File: config.mk
export PLATFORM = sky130hd
export DESIGN_NAME = pipe_shifter
export DESIGN_NICKNAME = d
export VERILOG_FILES = /design/src/rtl/pipe_shifter.sv
export SDC_FILE = /design/constraint.sdc
export NUM_CORES = 1
export LEC_CHECK = 0
export BUFFER_PORTS_ARGS = -buffer_cell sky130_fd_sc_hd__buf_2
export CAP_MARGIN = 20
export CELL_PAD_IN_SITES_DETAIL_PLACEMENT = 1
export CELL_PAD_IN_SITES_GLOBAL_PLACEMENT = 1
export CORE_MARGIN = 2
export CORE_UTILIZATION = 42
export DETAILED_ROUTE_END_ITERATION = 16
export MAX_ROUTING_LAYER = met4
export PLACE_DENSITY = 0.83
export SYNTH_ARGS = -nofsm -noshare
export SYNTH_HDL_FRONTEND = slang
export SYNTH_SLANG_ARGS = --single-unit
File: constraint.sdc
create_clock -name clk -period 2.6 [get_ports clk]
set_input_delay 0.52 -clock clk [delete_from_list [all_inputs] [get_ports clk]]
set_output_delay 0.52 -clock clk [all_outputs]
set_load 0.03 [all_outputs]
File: src/rtl/pipe_shifter.sv
// Pipelined barrel shifter (SRL/SRA/SLL, optional ROR) with valid/ready handshake and global stall.
// Define PIPE_SHIFTER_ROTATE_EN to build mode 3 as rotate-right; otherwise mode 3 executes as SRL.

module pipe_shifter_stage #(
  parameter int WIDTH  = 32,
  parameter int STAGES = 2,
  parameter int S      = 0,
  parameter int L      = $clog2(WIDTH)
) (
  input  logic             clk,
  input  logic             rst_n,
  input  logic             flush,
  input  logic             adv,
  input  logic             prev_vld,
  input  logic [WIDTH-1:0] prev_dat,
  input  logic [L-1:0]     prev_sh,
  input  logic [1:0]       prev_md,
  output logic             vld,
  output logic [WIDTH-1:0] dat,
  output logic [L-1:0]     sh,
  output logic [1:0]       md
);

  logic [WIDTH-1:0] nxt;

  // Only the levels mapped to this stage act; all others pass the operand through.
  // SRA reads the current MSB, which still equals the original sign after earlier levels.
  always_comb begin
    nxt = prev_dat;
    for (int k = 0; k < L; k++) begin
      if (((k * STAGES) / L == S) && prev_sh[k]) begin
        case (prev_md)
          2'd1:    nxt = $unsigned($signed(nxt) >>> (2 ** k));
          2'd2:    nxt = nxt << (2 ** k);
`ifdef PIPE_SHIFTER_ROTATE_EN
          2'd3:    nxt = (nxt >> (2 ** k)) | (nxt << (WIDTH - (2 ** k)));
`endif
          default: nxt = nxt >> (2 ** k);
        endcase
      end
    end
  end

  always_ff @(posedge clk or negedge rst_n) begin
    if (!rst_n) begin
      vld <= 1'b0;
      dat <= '0;
      sh  <= '0;
      md  <= '0;
    end else begin
      if (flush)    vld <= 1'b0;
      else if (adv) vld <= prev_vld;
      if (adv) begin
        dat <= nxt;
        sh  <= prev_sh;
        md  <= prev_md;
      end
    end
  end

endmodule

module pipe_shifter #(
  parameter int WIDTH  = 32,
  parameter int STAGES = 2
) (
  input  logic             clk,
  input  logic             rst_n,
  input  logic             flush,
  input  logic             in_valid,
  output logic             in_ready,
  input  logic [WIDTH-1:0] in_data,
  input  logic [WIDTH-1:0] in_shamt,
  input  logic [1:0]       in_mode,
  output logic             out_valid,
  input  logic             out_ready,
  output logic [WIDTH-1:0] out_data
);

  localparam int L = $clog2(WIDTH);

  logic [STAGES:0]            vld_pipe;
  logic [STAGES:0][WIDTH-1:0] dat_pipe;
  logic [STAGES:0][L-1:0]     sh_pipe;
  logic [STAGES:0][1:0]       md_pipe;
  logic                       advance;
  logic                       unused_bits;

  assign advance  = !vld_pipe[STAGES] || out_ready;
  assign in_ready = advance;

  assign vld_pipe[0] = in_valid;
  assign dat_pipe[0] = in_data;
  assign sh_pipe[0]  = in_shamt[L-1:0];
  assign md_pipe[0]  = in_mode;

  genvar s;
  generate
    for (s = 0; s < STAGES; s++) begin : g_stg
      pipe_shifter_stage #(
        .WIDTH  (WIDTH),
        .STAGES (STAGES),
        .S      (s)
      ) u_stg (
        .clk      (clk),
        .rst_n    (rst_n),
        .flush    (flush),
        .adv      (advance),
        .prev_vld (vld_pipe[s]),
        .prev_dat (dat_pipe[s]),
        .prev_sh  (sh_pipe[s]),
        .prev_md  (md_pipe[s]),
        .vld      (vld_pipe[s+1]),
        .dat      (dat_pipe[s+1]),
        .sh       (sh_pipe[s+1]),
        .md       (md_pipe[s+1])
      );
    end
  endgenerate

  // Upper shamt bits are ignored by definition; last-stage shamt/mode have no consumer.
  assign unused_bits = ^{in_shamt[WIDTH-1:L], sh_pipe[STAGES], md_pipe[STAGES]};

  assign out_valid = vld_pipe[STAGES];
  assign out_data  = vld_pipe[STAGES] ? dat_pipe[STAGES] : '0;

endmodule

======== After elaboration in Yosys (flattened, before gate mapping) ========
Index checks and enable logic that the tools add are counted.
word-level totals
  memories ................................ 0
  output and inout port bits .............. 34
  memory bits (read-only) ................. 0
  input port bits ......................... 71
  logic and storage cells ................. 28
  register bits after elaboration ......... 73
  RAM bits ................................ 0
  bits in latches ......................... 0
cells by class
  bitwise gates (word level) .............. 0
  order comparisons ....................... 0
  divide/modulo/power cells ............... 0
  reduce and logical (&&, ||, !) cells .... 3
  shift-type cells ........................ 0
  muxes and demuxes ....................... 15
  equal/unequal tests ..................... 4
  $mul .................................... 0
  add/sub/neg operators ................... 0
operator list
  operator              number
  $pmux W32 S2          5
  $mux W32              6
  $eq A2 B1 Y1 const B  2
  $eq A2 B2 Y1 const B  2
  $mux W1               4
  $reduce_bool A2 Y1    1
  $logic_not A1 Y1      1
  $logic_or A1 B1 Y1    1

======== Longest topological paths before layout ========
Gate-level depths: netlist of the first run.
  depth after elaboration ................. 7
  gate-level depth with buffers ........... 10
  mapped depth without buffers ............ 7

======== Hierarchy ========
From an unflattened synthesis of the first run, not the netlist that was laid out.
second synthesis, totals
  cells, all modules ...................... 667
  area, all modules ....................... 5970.7 µm²
by module, submodules not included
  module                               cells each  area each (µm²)  seq. area each (µm²)  instances
  pipe_shifter_stage (g_stg[0].u_stg)  377         3238.1           1001.0                1
  pipe_shifter_stage (g_stg[1].u_stg)  254         2469.9           1001.0                1
  pipe_shifter                         36          262.8            0.0                   1

======== Worst setup path before layout of the first run ========
No wires, ideal clock.
  path type ............................... input to register
  from .................................... input port in_mode[0]
  to ...................................... register g_stg[0].u_stg.dat[19]
  required time ........................... 2474 ps
  cell stages on the path ................. 9
  slack ................................... 96 ps
  data arrival time ....................... 2378 ps
  setup time .............................. 126 ps
  path buffers ............................ 2
  path through ............................ inv_1 > ha_1 > buf_6 > o21a_4 > buf_6 > a221o_1 > a221oi_2 > nor2_1 > o32a_1
on the way
  word-level cells in the longest chain between the ends .. 7
  elaborated cells between the ends (all ways) .. 8
  classes of those cells .................. eq/ne (2); mux (6)
ends and longest elaborated chain
  what                                                 RTL line  RTL
  start: declaration                                   74        input logic [1:0] in_mode,
  $eq A2 B2 Y1 / $eq A2 B1 Y1 (equally long branches)  32        case (prev_md)
  $pmux W32 S2                                         32
  $mux W32                                             31        if (((k * STAGES) / L == S) && prev_sh[k]) begin
  $pmux W32 S2                                         32
  $mux W32                                             31
  $pmux W32 S2                                         32
  $mux W32 *                                           31
  end signal: assignment                               54        dat <= nxt;
  end: declaration                                     19        output logic [WIDTH-1:0] dat,
Mark *: on every way between the ends. The rest lies on a longest branch, timed or not.
A chain may end at the register's enable or synchronous reset.

======== Worst setup path in the final report of the first run ========
  from .................................... input port in_mode[1]
  to ...................................... register g_stg[0].u_stg.dat[22]
Same word-level chain as after synthesis.

==> results_dict.tcl, run 1 <==
set metrics [dict create \
    diodes 0 \
    synth_edf_count 0 \
    syn_area_um2 5990 \
    drv_slew 0 \
    die_w_um 123 \
    combPwrFrac_pct 35.8 \
    finalSetupTns_ns 0 \
    cpLargestDelayFamily "compound AO/OA/AOI/OAI gates" \
    route.detailed.drc 0 \
    synth_top_cell_area_share_pct 29.3 \
    reg2reg_slack_ns 0.23 \
    crit_path_start_kind "primary input" \
    synthTopCellsByCount "100 x nor2_1, 82 x a21oi_1, 70 x dfrtp_1" \
    fin_skew_ns 0.0108 \
    cp-end-kind "flop" \
    grt_max_degree 56 \
    reg2regPathDepth 7 \
    finalSetupViolCount 0 \
    core_area_um2 13900 \
    crit_type "in -> reg" \
    vias 7333 \
    fmax_mhz 403 \
    power_frac_clock_pct 29.7 \
    ios 105 \
    r2r_end "g_stg[1].u_stg.dat[7]" \
    worstReg2RegStart "g_stg[0].u_stg.md[0]" \
    drive_above_1_share_pct 25.4 \
    status "finished, final reports clean" \
    worst_pin_slew_ns 0.755 \
    insertion_delay_ns 0.36 \
    power.internal_w 0.00251 \
    synth_most_common_cell "nor2_1" \
    layout.nets 989 \
    grt-ovfl-total 0 \
    setup_slack_ns 0.120 \
    synth.area.top_cells "dfrtp_1 29%, a21oi_1 6.9%, nor2_1 6.3%" \
    yosysWarningCount 0 \
    period_share_pct 95.4 \
    synth_seq_area_share_pct 29.3 \
    routed_via_density 6.68 \
    track_usage_pct 35.6 \
    cts.sink_count 70 \
    final-hold-violation-count 0 \
    cts_setup_buffers 0 \
    place.gp.congestion 1.02 \
    ys.flop_type "dfrtp_1" \
    synth_cells 783 \
    min_path_type "in -> async" \
    post_drt_wl_per_cell_um 23.7 \
    seq_power_share_pct 34.5 \
    crit_arrival_ns 2.71 \
    finalCriticalPeriod_ns 2.48 \
    power_w 0.00403 \
    worst_path_max_delay_cell "a221o_1" \
    ys_types 53 \
    worstPathRequired_ns 2.83 \
    vdd_drop_max_v 0.000331 \
    crit_top_cell "buf_4" \
    antenna_found_initial 0 \
    clock_path_buffers 2 \
    dr.pass1.iters 5 \
    synth_seq_cells 70 \
    detail-route-antenna-nets 0 \
    grt_pass1_vias 7314 \
    path_buf_inv 4 \
    cp_max_fo 20 \
    fp-row-count 43 \
    initialDrtViolationCount 975 \
    htreeDepth 3 \
    dp_slack_ns -0.418 \
    async_flop_share_pct 100 \
    crit_chain "buf_2, buf_4, inv_1, ha_1, o21a_4, buf_4, a221o_1, a221oi_1, o221ai_1, o22a_1" \
    grt_first_pass_wirelength_um 40500 \
    dieArea_um2 15200 \
    synth_nets 859 \
    power_density_nw_per_um2 533 \
    whs_ns 0.134 \
    cts_buffers 9 \
    cts_root_buffer "clkbuf_16" \
    max_stage_delay_ns 0.41 \
    switching_share_pct 37.8 \
    port_buffers 77 \
    wl_um 26000 \
    place.detailed.hpwl_um 19700 \
    maxSlewHeadroom_pct 49.6 \
    cts_tree "yes" \
    initial_utilization_pct 43.1 \
    die_h_um 123 \
    rsz0062_at_grt "false" \
    leakagePower_nw 3.40 \
    clk_pin_slew_worst_paths_ns 0.06 \
    synth_area_per_cell_um2 7.65 \
    synth_top_area_cell "dfrtp_1" \
    maxCapViolations 0 \
    syn_to_final_growth_pct 26.2 \
    p_switching_w 0.00152 \
]
-- power groups by stage --
stage / registers [W] / clock network, W / logic [W]
6_report: 0.00139 / 0.00119 / 0.00144
5_1_grt: 0.00141 / 0.00125 / 0.00154
4_1_cts: 0.00139 / 0.00121 / 0.00140
3_5_place_dp: 0.00140 / 0 / 0.00138
3_3_place_gp: 0.00139 / 0 / 0.00133
2_1_floorplan: 0.00134 / 0 / 0.000825
-- logic make-up (layout without fill, tap and decap cells) --
| group | after synthesis | in the layout | share of synthesized area (%) |
|---|---|---|---|
| buf+inv | 112 | 247 | 7.67 |
| flops | 70 | 70 | 29.3 |
| compound gates | 331 | 331 | 39.3 |
| simple gates | 264 | 264 | 22.6 |
| mux | 1 | 1 | 0.167 |
| fa+ha+maj | 5 | 5 | 1.04 |
-- timing repair --
| action | CTS | global route |
|---|---|---|
| pin swaps | 0 | 1 |
| setup endpoints to repair | 2 | 29 |
| hold buffers | 0 | 0 |
| resized for setup | 2 | 6 |
-- per-stage QoR --
stage | instances | util, % | area (um2)
floorplan | 783 | - | 5990
global placement | 1082 | 52.1 | 7230
detailed placement | 1082 | 52.1 | 7230
CTS | 1098 | 54.2 | 7520
global route | 1098 | 54.4 | 7550
finish | 1098 | 54.4 | 7550
-- cell usage in the layout (no fill, tap or decap), drive strengths merged, types with 9 or more instances in the layout --
cell type | synthesis | final
a21oi | 82 | 82
a221o | 22 | 22
a221oi | 24 | 24
a22oi | 49 | 49
a31oi | 30 | 30
and2 | 31 | 31
and4b | 13 | 13
buf | 22 | 199
clkbuf | 58 | 10
dfrtp | 70 | 70
inv | 29 | 31
nand2 | 46 | 46
nand2b | 16 | 16
nand3 | 17 | 17
nand3b | 9 | 9
nand4b | 11 | 11
nor2 | 100 | 100
nor2b | 14 | 14
o211ai | 20 | 20
o21ai | 29 | 29
o221ai | 9 | 9
o22a | 14 | 14
o22ai | 17 | 17
-- area by class of cell --
| type | instances | area, um2 |
|---|---|---|
| Multi-Input combinational cell | 601 | 3820 |
| Tap cell | 180 | 225 |
| Clock inverter | 6 | 45.0 |
| Sequential cell | 70 | 1750 |
| Fill cell | 1759 | 6330 |
| Timing Repair Buffer | 199 | 1350 |
| Inverter | 32 | 120 |
| Clock buffer | 10 | 239 |
-- metal layers --
| layer | up-vias | global-route usage, % | wire length (um) | part of all wire, % |
|---|---|---|---|---|
| li1 | 3235 | - | - | - |
| met1 | 3691 | 47.6 | 11400 | 44 |
| met2 | 359 | 55.2 | 12100 | 46 |
| met3 | 48 | 5.81 | 1880 | 7.2 |
| met4 | 0 | 11.4 | 690 | 2.6 |
| met5 | - | - | 0 | 0 |
-- worst max path at each step --
| stage | startpoint | to | cells after the start |
|---|---|---|---|
| after global placement | in_mode[0] | g_stg[0].u_stg.dat[16] | 10 |
| after detailed placement | in_mode[0] | g_stg[0].u_stg.dat[16] | 10 |
| final | in_mode[1] | g_stg[0].u_stg.dat[22] | 10 |
| after floorplan | in_mode[0] | g_stg[0].u_stg.dat[19] | 9 |
| after CTS | in_mode[0] | g_stg[0].u_stg.dat[3] | 10 |
| after global routing | in_mode[1] | g_stg[0].u_stg.dat[3] | 10 |
-- registers in the layout, summed over array words and instances, names as in the netlist --
register,count
g_stg.u_stg.vld,2
g_stg.u_stg.dat,64
g_stg.u_stg.md,2
g_stg.u_stg.sh,2
(Power assumes the default switching activity.)
==> run 2: changes to the inputs <==
- CORE_UTILIZATION: 42 -> 25
- PLACE_DENSITY: 0.83 -> 0.54
==> results_dict.tcl, run 2 (synthesized netlist as in run 1, its figures left out) <==
set metrics [dict create \
    die_h_um 159 \
    multiInputGateArea_um2 3780 \
    wl_um 24900 \
    antenna_found_initial 0 \
    max_stage_delay_ns 0.52 \
    n_fill_cell 2847 \
    initialDrtViolationCount 491 \
    drv_slew 0 \
    place_area_um2 7360 \
    crit_arrival_ns 2.69 \
    insertion_delay_ns 0.34 \
    place.gp.congestion 0.901 \
    grt-ovfl-total 0 \
    worst_pin_slew_ns 0.773 \
    diodes 0 \
    ctsResizeCount 0 \
    initial_utilization_pct 25.5 \
    place.detailed.hpwl_um 19700 \
    vias 6655 \
    cts_setup_buffers 0 \
    die_w_um 159 \
    routed_via_density 5.41 \
    route.detailed.drc 0 \
    finalCriticalPeriod_ns 2.47 \
    dpl.cell_count 1213 \
    final-hold-violation-count 0 \
    leakagePower_nw 3.40 \
    cts_tree "yes" \
    core_area_um2 23500 \
    design_area_um2 7700 \
    final_common_cell "buf_4" \
    regMostFlops "g_stg.u_stg.dat" \
    fin_skew_ns 0.00953 \
    post_drt_wl_per_cell_um 20.2 \
    ios 105 \
    crit_path_start_kind "primary input" \
    track_usage_pct 20.4 \
    dr.pass1.iters 8 \
    path_buf_inv 3 \
    final_cell_mix "110 x buf_4, 100 x nor2_1, 82 x a21oi_1" \
    dieArea_um2 25200 \
    cts_root_buffer "clkbuf_16" \
    port_buffers 77 \
    power_density_nw_per_um2 537 \
    clock_path_buffers 2 \
    status "finished, final reports clean" \
    htreeDepth 3 \
    crit_type "in -> reg" \
    seq_area_um2 1750 \
    worstPathRequired_ns 2.81 \
    maxSlewHeadroom_pct 48.3 \
    cp-end-kind "flop" \
    crit_top_cell "a221o_1" \
    grt_pass1_vias 6760 \
    hold_buffers 0 \
    layout.nets 982 \
    drive_above_1_share_pct 24.0 \
    clk_pin_slew_worst_paths_ns 0.06 \
    finalSetupViolCount 0 \
    largest_reg_flops 64 \
    cpLargestDelayFamily "compound AO/OA/AOI/OAI gates" \
    crit_chain "buf_2, inv_1, ha_1, buf_4, o21a_4, a221o_1, a222oi_1, nor3_1, a221o_1" \
    fmax_mhz 404 \
    postLayoutCoreUtil_pct 32.8 \
    fp-row-count 56 \
    period_share_pct 95.1 \
    maxCapViolations 0 \
    grt_max_degree 44 \
    grt_first_pass_wirelength_um 40200 \
    min_path_type "in -> async" \
    fin_cells 1230 \
    vdd_drop_max_v 0.000291 \
    rsz0062_at_grt "false" \
    cp_max_fo 21 \
    worst_path_max_delay_cell "a222oi_1" \
    cts.sink_count 70 \
    cts_buffers 9 \
    syn_to_final_growth_pct 28.5 \
    detail-route-antenna-nets 0 \
]
run 2: routing by layer:
layer / vias to the layer above / wire (um) / GRT usage (%)
met2: 175 / 11600 / 32.6
met4: 0 / 401 / 4.75
met5: - / 0 / -
li1: 3223 / - / -
met3: 26 / 944 / 2.09
met1: 3231 / 11900 / 27.8
run 2: where the power goes:
| part | switching [W] | total (W) | internal, W |
|---|---|---|---|
| clock | 0.000522 | 0.00138 | 0.000855 |
| combinational | 0.000807 | 0.00137 | 0.000561 |
| sequential | 0.000142 | 0.00139 | 0.00125 |
| total | 0.00147 | 0.00413 | 0.00266 |
run 2: per-stage QoR:
| step | TNS (ns) | total power, W | setup WS [ns] | hold slack (ns) |
|---|---|---|---|---|
| 5_1_grt | 0 | 0.00437 | 0.0103 | 0.116 |
| 2_1_floorplan | 0 | 0.00217 | 0.0964 | 0.224 |
| 3_3_place_gp | -2.66 | 0.00276 | -0.243 | 0.465 |
| 4_1_cts | 0 | 0.00417 | 0.0875 | 0.108 |
| 3_5_place_dp | -3.35 | 0.00277 | -0.267 | 0.470 |
| 6_report | 0 | 0.00413 | 0.127 | 0.112 |
run 2: final timing paths:
check	startpoint	to	slack [ns]	cells past startpoint
setup / recovery	in_mode[0]	g_stg[0].u_stg.dat[3]	0.13	9
hold / removal	rst_n	g_stg[0].u_stg.md[0]	0.11	1
setup reg to reg	g_stg[0].u_stg.md[0]	g_stg[1].u_stg.dat[1]	0.22	7
hold reg to reg	g_stg[0].u_stg.vld	g_stg[1].u_stg.vld	0.50	2
max in group asynchronous	rst_n	g_stg[1].u_stg.dat[18]	1.99	2
min in group clk	flush	g_stg[1].u_stg.vld	0.34	2
run 2: layout make-up:
| cell class | count | share of cell area (%) |
|---|---|---|
| Tap cell | 319 | 5.19 |
| Sequential cell | 70 | 22.8 |
| Clock buffer | 9 | 2.93 |
| Multi-Input combinational cell | 601 | 49.2 |
| Timing Repair Buffer | 192 | 17.0 |
| Clock inverter | 7 | 1.37 |
| Inverter | 32 | 1.56 |
==> run 3: changes to the inputs <==
- BUFFER_PORTS_ARGS: -buffer_cell sky130_fd_sc_hd__buf_2 -> -buffer_cell sky130_fd_sc_hd__buf_4
==> results_dict.tcl, run 3 (synthesized netlist as in run 1, its figures left out) <==
set metrics [dict create \
    status "finished, final reports clean" \
    routed.top_layer "met4" \
    clk_pin_slew_worst_paths_ns 0.06 \
    cts_root_buffer "clkbuf_16" \
    dpl.cell_count 1213 \
    port_buffers 77 \
    place.gp.congestion 0.911 \
    route.detailed.drc 0 \
    finalSetupViolCount 0 \
    fin_cells 1230 \
    cts_tree "yes" \
    layout.nets 982 \
    ctsResizeCount 0 \
    initial_utilization_pct 25.5 \
    cts_buffers 9 \
    die_h_um 159 \
    htreeDepth 3 \
    power.internal_w 0.00288 \
    place.detailed.hpwl_um 20100 \
    power_density_nw_per_um2 549 \
    rsz0062_at_grt "false" \
    power_frac_clock_pct 35.7 \
    wl_um 25300 \
    leakagePower_nw 3.45 \
    crit_type "in -> reg" \
    initialDrtViolationCount 396 \
    ios 105 \
    largest_reg_flops 64 \
    place_area_um2 7530 \
    clock_path_buffers 2 \
    wl_met3_um 883 \
    drive_above_1_share_pct 24.0 \
    cts.sink_count 70 \
    routed_via_density 5.47 \
    insertion_delay_ns 0.35 \
    combPwrFrac_pct 32.2 \
    grt_pass1_vias 6802 \
    worstPathRequired_ns 2.83 \
    regMostFlops "g_stg.u_stg.dat" \
    grt-ovfl-total 0 \
    worst_pin_slew_ns 0.786 \
    diodes 0 \
    reg2regPathDepth 7 \
    cts_setup_buffers 0 \
    period_share_pct 94.6 \
    crit_path_start_kind "primary input" \
    fin_skew_ns 0.00851 \
    maxCapViolations 0 \
    core_area_um2 23500 \
    cp-end-kind "flop" \
    wl_met2_um 12100 \
    p_switching_w 0.00147 \
    cp_max_fo 10 \
    vias 6733 \
    finalCriticalPeriod_ns 2.46 \
    track_usage_pct 20.7 \
    post_drt_wl_per_cell_um 20.6 \
    grt_first_pass_wirelength_um 40400 \
    final_common_cell "buf_4" \
    design_area_um2 7910 \
    min_path_type "in -> async" \
    met1_length_um 11800 \
    die_w_um 159 \
    antenna_found_initial 0 \
    switching_share_pct 33.8 \
    hold_buffers 0 \
    final_cell_mix "188 x buf_4, 100 x nor2_1, 82 x a21oi_1" \
    final-hold-violation-count 0 \
    grt_max_degree 45 \
    detail-route-antenna-nets 0 \
    fp-row-count 56 \
    dieArea_um2 25200 \
    drv_slew 0 \
    vdd_drop_max_v 0.000328 \
    syn_to_final_growth_pct 32.1 \
    maxSlewHeadroom_pct 47.4 \
    seq_power_share_pct 32.2 \
    dr.pass1.iters 6 \
    fmax_mhz 406 \
    crit_arrival_ns 2.69 \
]
## run 3: cell types whose count changed in the layout (fill, tap and decap cells not counted), sizes merged
cell / before / now
inv: 33 / 30
bufinv: 2 / 4
clkinv: 3 / 5
clkinvlp: 1 / 0
## run 3: stage by stage
step	worst slack [ns]	setup TNS, ns	util [%]	hold slack (ns)	power, W
2_1_floorplan	0.0964	0	-	0.224	0.00217
3_3_place_gp	-0.184	-1.91	32.1	0.471	0.00279
3_5_place_dp	-0.212	-2.89	32.1	0.474	0.00281
4_1_cts	0.0361	0	33.6	0.0924	0.00438
5_1_grt	0.0267	0	33.7	0.110	0.00459
6_report	0.140	0	33.7	0.0935	0.00434
## run 3: routing by layer
layer  vias to the layer above  global-route usage [%]
li1                       3228                       -
met2                       170                    33.3
met5                         -                       -
met1                      3304                    27.2
met3                        31                    2.72
met4                         0                    6.46
## run 3: final timing paths
check                                       start                     end  slack (ns)
max                                    in_mode[0]  g_stg[0].u_stg.dat[23]        0.14
min                                         rst_n   g_stg[1].u_stg.dat[8]        0.09
max reg2reg                  g_stg[0].u_stg.md[0]  g_stg[1].u_stg.dat[10]        0.30
min reg2reg                g_stg[1].u_stg.dat[10]  g_stg[1].u_stg.dat[10]        0.50
max in group asynchronous                   rst_n  g_stg[0].u_stg.dat[26]        1.94
min in group clk                            flush      g_stg[0].u_stg.vld        0.32
## run 3: cell type report
type                    count  area (um2)
fillers                  2859       15600
well taps                 319         399
flip-flops and latches     70        1750
repair buffers            192        1480
clock inverters             7         146
multi-input cells         601        3780
clock buffers               9         225
inverters                  32         120
## run 3: worst max-delay path: stages
cell      delay (ns)
buf_4           0.08
inv_1           0.05
ha_1            0.33
buf_4           0.17
and3b_1         0.28
a221o_1         0.43
a221oi_1        0.33
buf_4           0.19
o211ai_1        0.10
o22a_1          0.20
## run 3: power groups by stage
stage          clock, W  combinational, W  sequential [W]
2_1_floorplan         0          0.000825         0.00134
3_3_place_gp          0           0.00138         0.00141
3_5_place_dp          0           0.00139         0.00142
4_1_cts         0.00159           0.00140         0.00140
5_1_grt         0.00163           0.00153         0.00142
6_report        0.00155           0.00140         0.00140
